### config.mk
export PLATFORM = sky130hd
export DESIGN_NAME = phase_timer
export DESIGN_NICKNAME = d
export VERILOG_FILES = /design/src/rtl/game_pkg.sv /design/src/rtl/bcd_split_99.sv /design/src/rtl/phase_timer.sv
export SDC_FILE = /design/constraint.sdc
export NUM_CORES = 1
export LEC_CHECK = 0
export CAP_MARGIN = 0
export CORE_MARGIN = 2
export CORE_UTILIZATION = 45
export DETAILED_ROUTE_END_ITERATION = 12
export GPL_ROUTABILITY_DRIVEN = 0
export HOLD_SLACK_MARGIN = 0.02
export MAX_ROUTING_LAYER = met4
export PLACE_DENSITY_LB_ADDON = 0.2
export SLEW_MARGIN = 20
export SYNTH_ARGS = -nofsm -noshare
export SYNTH_HDL_FRONTEND = slang
export SYNTH_HIERARCHICAL = 1
export SYNTH_SLANG_ARGS = --single-unit
export TNS_END_PERCENT = 30
### constraint.sdc
create_clock -name clk -period 4.02 [get_ports clk]
set_input_delay 0.804 -clock clk [delete_from_list [all_inputs] [get_ports clk]]
set_output_delay 0.804 -clock clk [all_outputs]
set_load 0.01 [all_outputs]
### src/rtl/game_pkg.sv
// Shared game-state definitions for the main controller and the phase timer.
// Latency: n/a (types, constants and pure functions only).
// Backpressure: n/a.
package game_pkg;

    // Main controller state encoding, shared by every block that decodes it.
    typedef enum logic [2:0] {
        GS_IDLE    = 3'd0,
        GS_PHASE1  = 3'd1,
        GS_PHASE2  = 3'd2,
        GS_PHASE3  = 3'd3,
        GS_PHASE4  = 3'd4,
        GS_SUCCESS = 3'd5,
        GS_FAIL    = 3'd6
    } game_state_t;

    // Width of a seconds value (0..99).
    localparam int SEC_W = 7;

    // Width of the signed working value for seconds arithmetic. It spans
    // -4..104 in practice, so 9 signed bits leave comfortable headroom.
    localparam int SEC_CALC_W = 9;

    // True for the four timed puzzle phases.
    function automatic logic is_phase(input logic [2:0] st);
        return (st >= GS_PHASE1) && (st <= GS_PHASE4);
    endfunction

    // Encodings 0..6 are defined; 7 is treated as a non-running state.
    function automatic logic is_valid_state(input logic [2:0] st);
        return st <= GS_FAIL;
    endfunction

endpackage

### src/rtl/bcd_split_99.sv
// Combinational 7-bit binary to two-digit BCD split for the 7-segment path.
// Latency: 0 cycles (pure combinational).
// Backpressure: none; inputs above 99 saturate to 9/9.
//
// Ports:
//   bin  in  7 : binary value, nominally 0..99
//   tens out 4 : BCD tens digit
//   ones out 4 : BCD ones digit
module bcd_split_99 (
    input  logic [6:0] bin,
    output logic [3:0] tens,
    output logic [3:0] ones
);

    // Compare against each multiple of ten rather than dividing; the last
    // threshold passed gives the tens digit and the remainder the ones digit.
    always_comb begin
        tens = 4'd0;
        ones = 4'd0;
        if (bin > 7'd99) begin
            tens = 4'd9;
            ones = 4'd9;
        end else begin
            ones = 4'(bin);
            for (int d = 1; d <= 9; d++) begin
                if (bin >= 7'(d * 10)) begin
                    tens = 4'(d);
                    ones = 4'(bin - 7'(d * 10));
                end
            end
        end
    end

endmodule

### src/rtl/phase_timer.sv
// Per-phase countdown timer with puzzle bonus/penalty handling and BCD display output.
// Latency: phase load visible 1 cycle after state change; input edges applied 1 cycle after rise.
// Backpressure: none; freezes whenever game_enable is low or time_out is set.
//
// Ports:
//   clk            in  1 : system clock
//   rst            in  1 : synchronous active-high reset
//   current_state  in  3 : main controller state (game_state_t encoding)
//   game_enable    in  1 : high while in PHASE1..4
//   timer_reset    in  1 : high while in IDLE
//   puzzle_correct in  1 : level, rising edge grants BONUS_SEC
//   puzzle_fail    in  1 : level, rising edge costs PENALTY_SEC
//   event_fail     in  1 : level, rising edge costs PENALTY_SEC
//   time_out       out 1 : registered, set when the countdown reaches 0
//   tick_1hz       out 1 : one-cycle pulse after each prescaler wrap
//   sec_remaining  out 7 : registered seconds left, 0..MAX_SEC
//   sec_tens       out 4 : BCD tens digit of sec_remaining
//   sec_ones       out 4 : BCD ones digit of sec_remaining
//   warn           out 1 : 0 < sec_remaining <= 10 while game_enable is high
module phase_timer
    import game_pkg::*;
#(
    parameter int TICK_DIV    = 50_000_000,
    parameter int PHASE1_SEC  = 60,
    parameter int PHASE2_SEC  = 50,
    parameter int PHASE3_SEC  = 40,
    parameter int PHASE4_SEC  = 30,
    parameter int BONUS_SEC   = 5,
    parameter int PENALTY_SEC = 3,
    parameter int MAX_SEC     = 99
) (
    input  logic       clk,
    input  logic       rst,
    input  logic [2:0] current_state,
    input  logic       game_enable,
    input  logic       timer_reset,
    input  logic       puzzle_correct,
    input  logic       puzzle_fail,
    input  logic       event_fail,
    output logic       time_out,
    output logic       tick_1hz,
    output logic [6:0] sec_remaining,
    output logic [3:0] sec_tens,
    output logic [3:0] sec_ones,
    output logic       warn
);

    localparam int PS_W = (TICK_DIV > 2) ? $clog2(TICK_DIV) : 1;
    localparam logic [PS_W-1:0] PS_LAST = PS_W'(TICK_DIV - 1);

    localparam logic signed [SEC_CALC_W-1:0] BONUS_S   = SEC_CALC_W'(BONUS_SEC);
    localparam logic signed [SEC_CALC_W-1:0] PENALTY_S = SEC_CALC_W'(PENALTY_SEC);
    localparam logic signed [SEC_CALC_W-1:0] MAX_S     = SEC_CALC_W'(MAX_SEC);
    localparam logic        [SEC_W-1:0]      MAX_U     = SEC_W'(MAX_SEC);

    // Seconds loaded on entry to each phase; non-phase states map to 0.
    function automatic logic [SEC_W-1:0] phase_secs(input logic [2:0] st);
        case (st)
            GS_PHASE1: return SEC_W'(PHASE1_SEC);
            GS_PHASE2: return SEC_W'(PHASE2_SEC);
            GS_PHASE3: return SEC_W'(PHASE3_SEC);
            GS_PHASE4: return SEC_W'(PHASE4_SEC);
            default:   return '0;
        endcase
    endfunction

    logic [PS_W-1:0] prescaler;
    logic [2:0]      prev_state;
    logic            corr_q;
    logic            pfail_q;
    logic            efail_q;

    logic            corr_edge;
    logic            fail_edge;
    logic            phase_entry;
    logic            run;
    logic            tick;

    logic signed [SEC_CALC_W-1:0] sec_sum;
    logic        [SEC_W-1:0]      sec_next;

    // Rising-edge detection against the one-cycle-old copy of each input.
    // Both fail sources collapse into a single penalty.
    assign corr_edge = puzzle_correct & ~corr_q;
    assign fail_edge = (puzzle_fail & ~pfail_q) | (event_fail & ~efail_q);

    assign phase_entry = (current_state != prev_state) && is_phase(current_state);
    assign run         = game_enable && is_valid_state(current_state) && !time_out;
    assign tick        = (prescaler == PS_LAST);

    // Tick, bonus and penalty from the same cycle all contribute. The sum is
    // formed signed so an underflow can be clamped to zero instead of wrapping.
    always_comb begin
        sec_sum = $signed({2'b00, sec_remaining});
        if (tick) begin
            sec_sum = sec_sum - SEC_CALC_W'(1);
        end
        if (corr_edge) begin
            sec_sum = sec_sum + BONUS_S;
        end
        if (fail_edge) begin
            sec_sum = sec_sum - PENALTY_S;
        end

        if (sec_sum < $signed(SEC_CALC_W'(0))) begin
            sec_next = '0;
        end else if (sec_sum > MAX_S) begin
            sec_next = MAX_U;
        end else begin
            sec_next = sec_sum[SEC_W-1:0];
        end
    end

    always_ff @(posedge clk) begin
        if (rst) begin
            sec_remaining <= '0;
            time_out      <= 1'b0;
            tick_1hz      <= 1'b0;
            prescaler     <= '0;
            prev_state    <= GS_IDLE;
            corr_q        <= 1'b0;
            pfail_q       <= 1'b0;
            efail_q       <= 1'b0;
        end else begin
            // History registers track the inputs every cycle, so an edge
            // swallowed by a reset or a load is not replayed later.
            prev_state <= current_state;
            corr_q     <= puzzle_correct;
            pfail_q    <= puzzle_fail;
            efail_q    <= event_fail;
            tick_1hz   <= 1'b0;

            if (timer_reset) begin
                sec_remaining <= '0;
                time_out      <= 1'b0;
                prescaler     <= '0;
            end else if (phase_entry) begin
                // Edges and ticks in the load cycle are deliberately dropped.
                sec_remaining <= phase_secs(current_state);
                time_out      <= 1'b0;
                prescaler     <= '0;
            end else if (run) begin
                prescaler     <= tick ? '0 : prescaler + PS_W'(1);
                tick_1hz      <= tick;
                sec_remaining <= sec_next;
                if (sec_next == '0) begin
                    time_out <= 1'b1;
                end
            end
        end
    end

    bcd_split_99 u_bcd (
        .bin  (sec_remaining),
        .tens (sec_tens),
        .ones (sec_ones)
    );

    assign warn = game_enable && (sec_remaining != '0) && (sec_remaining <= 7'd10);

endmodule
; ---- Word-level counts from Yosys, hierarchy flattened
; Index checks and enable logic that the tools add are counted.
[classes]
reduce_logical = 14
bitwise_logic = 8
order_cmp = 16
add_sub_neg = 13
eq_ne = 6
n_mux = 29
[op_table]
columns = cell, count
row1 = $mux 4, 13
row2 = $mux 7, 4
row3 = $mux 9, 3
row4 = $add 26x1->26 const B, 1
row5 = $eq 26x26->1 const B, 1
row6 = $mux 26, 1
row7 = $pmux 6 s4, 1
row8 = $ge 7x6->1 const B, 3
row9 = $ge 7x7->1 const B, 3
row10 = $sub 4x4->4 const B, 5
row11 = $ge 7x5->1 const B, 2
row12 = $mux 3, 4
row13 = $add 9x4->9 const B, 1
row14 = $gt 9x8->1 const B, 1
row15 = $lt 9x1->1 const B, 1
row16 = $sub 9x3->9 const B, 1
row17 = $sub 4x3->4 const B, 2
row18 = $sub 7x1->8 const B, 1
row19 = $ge 7x4->1 const B, 1
row20 = $gt 7x7->1 const B, 1
row21 = $le 7x4->1 const B, 1
row22 = $logic_not 7->1, 1
row23 = $reduce_bool 7->1, 1
row24 = $eq 3x2->1 const B, 2
row25 = other kinds (19), 31
[totals]
elab_cells = 94
inputBits = 10
output_inout_bits = 18
regBits = 41

; ---- Depth between registers and ports, before layout
[depth]
ltp_word = 11
ltp_mapped = 18
mapped_depth_nobuf = 17

; ---- By module
; The synthesis kept the hierarchy.
[modules_own_cells]
columns = mod, area_each_um2, cells_each, seq_area_each_um2, instances
row1 = phase_timer, 2859.0, 361, 820.8, 1
row2 = bcd_split_99, 713.2, 90, 0.0, 1

; ---- Worst setup path before layout
; No wires, ideal clock.
[synth_timing]
kind = register to register
from = register prescaler[9]
to = register sec_remaining[1]
arrival_time_ns = 3.796
required_time_ns = 3.904
n_path_buf = 0
path_slack_ns = 0.108
period_less_slack_ns = 3.912
stages_incl_launch_ff = 13
setup_ns = 0.116
path_cell_list = dfxtp_1 or4b_2 nor4_1 nand2_1 o21ai_0 ha_1 xnor3_1 a211oi_2 nand2_1 nor4_2 xnor2_1 or3b_1 o211a_1
[synth_between]
elab_chain_cells = 11
elab_cells_between_ends = 12
cone_classes = 2 x add/sub / 2 x order compare / 1 x eq/ne / 7 x mux
[synth_lines]
columns = element, line_no
row1 = "start, declared", phase_timer.sv:67  ; logic [PS_W-1:0] prescaler;
row2 = "start signal, assigned", phase_timer.sv:143  ; prescaler <= tick ? '0 : prescaler + PS_W'(1);
row3 = $eq 26x26->1 *, phase_timer.sv:89  ; assign tick = (prescaler == PS_LAST);
row4 = $mux 9 *, phase_timer.sv:95  ; if (tick) begin
row5 = $add 9x4->9, phase_timer.sv:99  ; sec_sum = sec_sum + BONUS_S;
row6 = $mux 9 *, phase_timer.sv:98  ; if (corr_edge) begin
row7 = $sub 9x3->9, phase_timer.sv:102  ; sec_sum = sec_sum - PENALTY_S;
row8 = $mux 9 *, phase_timer.sv:101  ; if (fail_edge) begin
row9 = $gt 9x8->1, phase_timer.sv:107  ; end else if (sec_sum > MAX_S) begin
row10 = $mux 7, phase_timer.sv:107
row11 = $mux 7 *, phase_timer.sv:105  ; if (sec_sum < $signed(SEC_CALC_W'(0))) begin
row12 = $mux 7 *, phase_timer.sv:142  ; end else if (run) begin
row13 = $mux 7 *, phase_timer.sv:137  ; end else if (phase_entry) begin
row14 = "end signal, assigned", phase_timer.sv:139  ; sec_remaining <= phase_secs(current_state);
row15 = "end signal, assigned", phase_timer.sv:145  ; sec_remaining <= sec_next;
row16 = "end, declared", phase_timer.sv:42  ; output logic [6:0] sec_remaining,
; Every way passes the cells marked *; elsewhere a longest branch is shown, timed or not. The select of a mux whose other input is x is not followed.
; A chain may end at the register's enable or synchronous reset.

; ---- Worst setup path after layout
[layout_timing]
from = register prescaler[9]
to = register sec_remaining[2]
; Same word-level chain as after synthesis.

==> results.py <==
metrics = {
    "status": {
        "status": "completed",
    },
    "routing": {
        "via_count": 3425,
        "ant_nets": 0,
        "viasPerCell": 5.85,
        "drt-wirelength-per-cell_um": 15.7,
        "route.detailed.drc": 0,
        "first_pass_iters": 4,
        "initialDrtViolationCount": 169,
        "drt_wl_total_um": 9170,
    },
    "power": {
        "p_sw_share_pct": 33.5,
        "peakVddDrop_uv": 126,
        "pwr-share-seq_pct": 41.2,
        "leakagePower_nw": 1.48,
        "internal_power_uw": 697,
        "combPwrFrac_pct": 31.2,
        "clockPowerShare_pct": 27.6,
        "power_switching_uw": 352,
        "power_density_nw_per_um2": 253,
    },
    "synthesis": {
        "ys_ff_latch": 41,
        "yosysWarnings": 6,
        "yosysSeqAreaShare_pct": 23.0,
        "synth_top_area_cell": "dfxtp_1",
        "ys.flop_type": "dfxtp_1",
        "synth_cell_types": 81,
        "syn_inst": 451,
        "synth_top_area_share_pct": 23.0,
        "synthArstFlopShare_pct": 0,
        "avgSynthCellArea_um2": 7.92,
        "synth_fp_nets": 474,
        "netlist_area_um2": 3570,
        "synthTopCellsByArea": "dfxtp_1, nor2_1, xor2_1",
        "synth_edf_count": 0,
    },
    "critical_path": {
        "path_cells": "or4b_2, nor4_2, buf_4, nand2_1, o21ai_1, ha_2, nand2_1, a21bo_2, ha_1, nor2b_2, xor2_1, maj3_1, nand3_1, o211a_1, o32ai_2",
        "max_stage_delay_ns": 0.70,
        "startpoint": "prescaler[9]",
        "crit_type": "reg -> reg",
        "cp.required_ns": 4.23,
        "endpoint_kind": "flop",
        "crit_path_start_kind": "flop",
        "critPathMaxFanout": 4,
        "r2r_setup_slack_ns": 0.08,
        "crit_top_cell": "nand2_1",
        "r2r_start": "prescaler[9]",
        "worstPathArrival_ns": 4.15,
        "cp_slowest_cell": "or4b_2",
    },
    "clocking": {
        "root_buffer": "clkbuf_8",
        "clk_path_buf_depth": 2,
        "cts_tree": "done",
        "htree_levels": 2,
        "cts_buffers": 5,
        "clk-insertion-delay-late_ns": 0.30,
        "cts.sinks": 41,
        "hold_buffers": 0,
        "path_clk_slew_ns": 0.08,
    },
    "sta": {
        "maxSlewHeadroom_pct": 33.0,
        "worst_hold_slack_ns": 0.486,
        "worst_pin_slew_ns": 1.00,
        "finalHoldViolations": 0,
        "period_share_pct": 98.0,
        "setup_tns_ns": 0,
        "finalMaxSlewViolations": 0,
        "fmax_ghz": 0.254,
        "setup_viol": 0,
        "finalClockSkew_ns": 0.00682,
        "min_period_ns": 3.94,
    },
    "floorplan": {
        "die_area_um2": 8670,
        "die_width_um": 93.1,
        "die_h_um": 93.1,
        "rows": 32,
        "start_util_pct": 46.2,
        "pin_count": 28,
        "core_area_um2": 7730,
    },
    "final_layout": {
        "fill_cells": 709,
        "area_delta_synth_final_pct": 16.3,
        "final_nets": 506,
        "drive_above_1_share_pct": 15.1,
        "stdcell_area_um2": 4150,
        "n_antenna_cell": 0,
    },
    "grt": {
        "grt_pass1_vias": 3097,
        "antenna_found_initial": 0,
        "grt_max_degree": 27,
        "gr-usage-all-layers_pct": 22.2,
        "grt-ovfl-total": 0,
        "grt_pass1_wl_um": 15200,
    },
    "placed_design": {
        "detailed_place.area_um2": 3990,
        "port_buffers": 27,
        "hpwl_um": 6570,
    },
    "worst_hold_path": {
        "hp-class": "reg -> reg",
        "hp-start": "prescaler[1]",
    },
    "job": {
        "maxCapViolations": 0,
    },
}
## through the flow
| step | total power, mW | instances | setup WS (ns) | util [%] |
|---|---|---|---|---|
| 6_report | 1.05 | 585 | 0.0823 | 53.8 |
| 5_1_grt | 1.10 | 585 | -0.141 | 53.8 |
| 4_1_cts | 1.04 | 582 | 0.0460 | 52.8 |
| 3_5_place_dp | 0.747 | 575 | 0.0627 | 51.6 |
| 3_3_place_gp | 0.745 | 575 | 0.158 | 51.6 |
| 2_1_floorplan | 0.650 | 451 | 0.108 | - |
## worst paths after layout
| kind | cells after the start | end |
|---|---|---|
| worst min register to register | 2 | prescaler[1] |
| worst max-delay path | 15 | sec_remaining[2] |
| worst min-delay path | 2 | prescaler[1] |
| worst max register to register | 15 | sec_remaining[2] |
## flip-flops by register name, summed over array words and instances (netlist names)
register,flops
prescaler,26
sec_remaining,7
prev_state,3
corr_q,1
efail_q,1
pfail_q,1
tick_1hz,1
time_out,1
## worst max-delay path, delay by kind of cell (launching register included)
kind / cells / cell delay [ns]
fa+ha+maj: 3 / 0.72
compound gates: 4 / 0.96
flops: 1 / 0.32
xor+xnor: 1 / 0.24
simple gates: 6 / 1.43
buf+inv: 1 / 0.17
## power by group through the flow
| stage | clock, mW | sequential, mW | combinational [mW] |
|---|---|---|---|
| after CTS | 0.296 | 0.432 | 0.307 |
| final | 0.290 | 0.433 | 0.327 |
| after floorplan | 0 | 0.436 | 0.214 |
| after global routing | 0.312 | 0.435 | 0.355 |
| after detailed placement | 0 | 0.442 | 0.305 |
| after global placement | 0 | 0.442 | 0.303 |
## kinds of logic (layout without fill, tap and decap cells)
family | count (synthesis) | after routing | synth area share [%]
buffers and inverters | 38 | 70 | 4.90
DFF | 41 | 41 | 23.0
muxes | 8 | 8 | 2.24
xor gates and xnor gates | 46 | 46 | 12.1
and+or+nand+nor | 211 | 211 | 31.7
adders and majority gates | 14 | 14 | 4.83
AOI/OAI and AO/OA | 93 | 93 | 21.2
## cell type report
type	count	area, um^2	share of cell area [%]
Multi-Input combinational cell	372	2630	63.3
Sequential cell	41	821	19.8
Timing Repair Buffer	48	428	10.3
Tap cell	102	128	3.07
Clock buffer	6	82.6	1.99
Inverter	15	56.3	1.36
Clock inverter	1	7.51	0.181
## cell usage after synthesis (all sizes together), types with 4 or more instances
library cell  instances
nand3                17
nand3b                6
nor2b                 9
xor2                 23
or4b                  4
buf                   9
nor2                 59
inv                  15
o31ai                 4
mux2i                 8
and3                  4
o21ai                15
nor3                 17
nor4                  7
xnor2                22
o211ai                7
a31oi                12
a211oi                4
nand2b                5
clkbuf               14
nand4                13
or3                   4
a21oi                 8
nand2                47
ha                   13
dfxtp                41
## cells in the final DEF, fill, tap and decap left out, drive strengths merged, types with 9 or more instances in the layout
| cell | count |
|---|---|
| inv | 15 |
| nor3 | 17 |
| a31oi | 12 |
| ha | 13 |
| nand4 | 13 |
| o21ai | 15 |
| xnor2 | 22 |
| dfxtp | 41 |
| nor2 | 59 |
| clkdlybuf4s50 | 27 |
| buf | 21 |
| nand2 | 47 |
| nand3 | 17 |
| xor2 | 23 |
| nor2b | 9 |
## timing repair
action | 4_1_cts | 5_1_grt
setup endpoints to repair | 0 | 8
buffers inserted | 0 | 3
resized for setup | 0 | 12
## routing by layer
layer | up-vias | GRT usage, % | routed length (um)
li1 | 1697 | - | -
met1 | 1635 | 29.6 | 4200
met2 | 82 | 35.7 | 4440
met3 | 11 | 3.14 | 391
met4 | 0 | 5.76 | 138
met5 | - | - | 0
Note: power is estimated with default switching activity, not from simulation.
